### src/rtl/sync_filter.sv
// Multi-channel synchroniser with per-channel stability filter: STAGES-deep flop chain, then
// FILTER-cycle persistence before out follows. Define SYNC_EDGE_EN to add rise/fall strobes.
module sync_filter #(
  parameter int unsigned      WIDTH  = 1,
  parameter int unsigned      STAGES = 3,
  parameter int unsigned      FILTER = 4,
  parameter logic [WIDTH-1:0] INIT   = {WIDTH{1'b1}}
) (
  input  logic             clk,
  input  logic             rst_n,
  input  logic [WIDTH-1:0] in,
  output logic [WIDTH-1:0] out
`ifdef SYNC_EDGE_EN
  ,
  output logic [WIDTH-1:0] rise,
  output logic [WIDTH-1:0] fall
`endif
);

  localparam int unsigned     CW       = $clog2(FILTER + 1);
  localparam logic [CW-1:0]   CNT_LAST = CW'(FILTER - 1);

  (* ASYNC_REG = "TRUE" *) logic [STAGES-1:0][WIDTH-1:0] chain_q;
  logic [STAGES-1:0][WIDTH-1:0] chain_d;
  logic [WIDTH-1:0]             s;
  logic [WIDTH-1:0]             out_q, out_d;
  logic [WIDTH-1:0]             upd;
  logic [WIDTH-1:0][CW-1:0]     cnt_q, cnt_d;

  // Pure shift: nothing may sit between synchroniser flops.
  assign chain_d = {chain_q[STAGES-2:0], in};
  assign s       = chain_q[STAGES-1];

  always_ff @(posedge clk or negedge rst_n) begin
    if (!rst_n) begin
      chain_q <= {STAGES{INIT}};
    end else begin
      chain_q <= chain_d;
    end
  end

  // Counter restarts on every return to the out level and is cleared on update, so it never wraps.
  always_comb begin
    cnt_d = cnt_q;
    upd   = '0;
    for (int unsigned i = 0; i < WIDTH; i++) begin
      if (s[i] == out_q[i]) begin
        cnt_d[i] = '0;
      end else if (cnt_q[i] == CNT_LAST) begin
        upd[i]   = 1'b1;
        cnt_d[i] = '0;
      end else begin
        cnt_d[i] = cnt_q[i] + CW'(1);
      end
    end
  end

  assign out_d = (out_q & ~upd) | (s & upd);

  always_ff @(posedge clk or negedge rst_n) begin
    if (!rst_n) begin
      out_q <= INIT;
      cnt_q <= '0;
    end else begin
      out_q <= out_d;
      cnt_q <= cnt_d;
    end
  end

  assign out = out_q;

`ifdef SYNC_EDGE_EN
  logic [WIDTH-1:0] rise_q, rise_d;
  logic [WIDTH-1:0] fall_q, fall_d;

  assign rise_d = ~out_q &  s & upd;
  assign fall_d =  out_q & ~s & upd;

  always_ff @(posedge clk or negedge rst_n) begin
    if (!rst_n) begin
      rise_q <= '0;
      fall_q <= '0;
    end else begin
      rise_q <= rise_d;
      fall_q <= fall_d;
    end
  end

  assign rise = rise_q;
  assign fall = fall_q;
`endif

endmodule

### config.mk
export PLATFORM = sky130hd
export DESIGN_NAME = sync_filter
export DESIGN_NICKNAME = d
export VERILOG_FILES = /design/src/rtl/sync_filter.sv
export SDC_FILE = /design/constraint.sdc
export NUM_CORES = 1
export LEC_CHECK = 0
export ABC_AREA = 1
export BUFFER_PORTS_ARGS = -buffer_cell sky130_fd_sc_hd__buf_2
export CAP_MARGIN = 0
export CORE_AREA = 2 2 39 41
export DETAILED_ROUTE_END_ITERATION = 12
export DIE_AREA = 0 0 41 43
export GPL_TIMING_DRIVEN = 0
export PLACE_DENSITY = 0.46
export SYNTH_ARGS = -nofsm -noshare
export SYNTH_HDL_FRONTEND = slang
export SYNTH_SLANG_ARGS = --single-unit
export TNS_END_PERCENT = 50
### constraint.sdc
create_clock -name clk -period 0.9 [get_ports clk]
set_input_delay 0.18 -clock clk [delete_from_list [all_inputs] [get_ports clk]]
set_output_delay 0.18 -clock clk [all_outputs]
set_load 0.01 [all_outputs]
==> reports/qor.csv <==
stage;metric;value;unit
timing;rsz0062_at_grt;yes;
die;die_h;43;µm
final_layout;final_cell_mix;nand2_1 (6), inv_1 (5), dfstp_2 (4);
drt;antenna_left;0;
die;io_pins;4;
clocking;cts.sinks;7;
worst_setup_path;crit_buf_inv;1;
timing;worst_slew_pin_slew;0.1632;ns
place;io_buffers;3;
global_route;grt_max_degree;8;
worst_setup_path;max_stage_delay;0.54;ns
final_layout;layout.cells.non_filler;51;
final_layout;final_nets;40;
logic_synthesis;synth_nets;30;
drt;wl;406;µm
clocking;cts_buffers;3;
worst_setup_path;cp-start-kind;flop;
logic_synthesis;synth_cell_types;8;
power;power_frac_clock;0.280;
power;switching_share;0.2846;
place;hpwl;293.9;µm
final_layout;drive_above_1_share;0.4286;
timing;fin_crit;1.061;ns
timing;period_share;1.179;
drt;dr_wl_met2;204;µm
place;gp_congestion;0.6445;
die;core;1384;µm²
drt;wl_met3;14;µm
global_route;antenna_found_initial;0;
final_layout;area_delta_synth_final;32.56;%
worst_setup_path;path_class;reg -> out;
outcome;status;finished, violations left;
die;die_w;41;µm
die;initial_utilization;0.1944;
timing;slew_viol_final;0;
global_route;grt_pass1_vias;209;
die;fp.dieArea;1763;µm²
timing;finClkSkew;0.002778;ns
timing;max_freq;942.7;MHz
drt;drc_errors;0;
power;leakagePower;0.1722;nW
power;power_density;2775;nW/µm²
power;ir_drop;0.8986;mV
logic_synthesis;synth_cells;26;
final_layout;diodes;0;
drt;routedWlPerCell;7.961;µm
logic_synthesis;ys_warn_count;0;
logic_synthesis;avgSynthCellArea;10.35;µm²
drt;dr_total_vias;183;
global_route;grt_pass1_wl;731;µm
clocking;clk_latency;0.25;ns
drt;drt_iter0_markers;5;
timing;fin_hold_ws;0.03108;ns
drt;met1_length;187;µm
worst_setup_path;required;0.72;ns
timing;hold_viol_final;0;
drt;drt-pass1-iter-count;2;
timing;setup_viol;4;
logic_synthesis;yosys_register_bits;7;
clocking;htree_levels;1;
clocking;cts_tree;built;
worst_setup_path;crit_chain;buf_6;
clocking;clockBufferDepth;2;
timing;fin_ws;-0.1608;ns
timing;setup-tns-final;-0.3089;ns
place;dp_slack;-0.02956;ns
final_layout;final_common_cell;nand2_1;
global_route;gr-total-overflow;0;
power;p_switching;0.2817;mW
power;combPwrFrac;0.281;
drt;top_layer_used;met3;
worst_setup_path;end_kind;primary output;
worst_setup_path;crit_arrival;0.88;ns
power;seqPwrFrac;0.438;
final_layout;multiInputGateArea;72.57;µm²
worst_setup_path;crit_slowest_cell;dfstp_2;
final_layout;final_util;0.2577;
global_route;grt_usage;0.06579;
logic_synthesis;yosysSeqAreaShare;0.6698;
final_layout;fillers;148;
worst_setup_path;critPathMaxFanout;2;
place;dp_cells;45;
final_layout;register_area;180.2;µm²
drt;viasPerCell;3.588;
timing;slew_headroom;0.8912;
hold_path;hold_path_class;in -> reg;
job;maxCapViolations;0;
clocking;cts-root-buf;clkbuf_4;
power;p_int;0.7079;mW
outcome;violations;setup timing;
logic_synthesis;syn_area;269.0;µm²
clocking;clkTransAtPathRegs;0.05;ns
die;num_rows;14;
worst_setup_path;cp_top_family;flip-flops;
metal layers:
metal  global-route usage  vias up
li1                     -       94
met1              0.06931       85
met2               0.1000        4
met3              0.01571        0
met4              0.06000        0
met5                    0        -
synthesized netlist by cell type:
cell	n	area share
nand2_1	6	0.084
nor2_1	3	0.042
dfstp_2	4	0.39
nand2_2	3	0.070
ha_1	1	0.047
inv_1	5	0.070
dfrtp_1	3	0.28
nand3_1	1	0.019
final timing paths:
path,startpoint,end,slack (ns),depth (start not counted)
setup / recovery,flop,out,-0.16,1
hold / removal,in,chain_q[0]$_DFF_PN1_,0.03,1
setup reg to reg,flop,cnt_q[0]$_DFF_PN0_,-0.05,5
hold reg to reg,chain_q[1]$_DFF_PN1_,s$_DFF_PN1_,0.35,0
max in group asynchronous,rst_n,s$_DFF_PN1_,0.38,2
min in group asynchronous,rst_n,cnt_q[0]$_DFF_PN0_,0.30,2
per-stage QoR:
stage | instance area (µm²) | power (mW)
3_3_place_gp | 304.0 | 0.6403
3_5_place_dp | 304.0 | 0.6576
2_1_floorplan | 269.0 | 0.5933
6_report | 356.6 | 0.9896
4_1_cts | 354.1 | 1.007
5_1_grt | 356.6 | 1.085
cell families (layout without fill, tap and decap cells):
logic type	Yosys count	after routing	share of synthesized area
adder cells (fa/ha/maj)	1	1	0.04650
buffers and inverters	5	14	0.06977
flip-flops	7	7	0.6698
AND/OR/NAND/NOR	13	13	0.2139
power by group through the flow:
stage / combinational, mW / sequential [mW] / clock (mW)
after floorplan: 0.148 / 0.445 / 0
after global placement: 0.204 / 0.437 / 0
after detailed placement: 0.217 / 0.440 / 0
after CTS: 0.280 / 0.433 / 0.294
after global routing: 0.332 / 0.441 / 0.311
final: 0.278 / 0.434 / 0.277
layout make-up:
type                            instances  area share
Sequential cell                         7      0.5053
Multi-Input combinational cell         14      0.2035
Timing Repair Buffer                    5      0.1088
Clock buffer                            4     0.07368
Tap cell                               16     0.05614
Inverter                                5     0.05263
repair_timing:
action                                  4_1_cts  5_1_grt
pin swaps                                     0        0
hold buffers                                  1        0
gates resized for setup                       1        1
endpoints found under the setup margin        3        5
endpoints found under the hold margin         7        0
setup buffers                                 1        0
No activity file was read; power rests on OpenSTA's default activity.
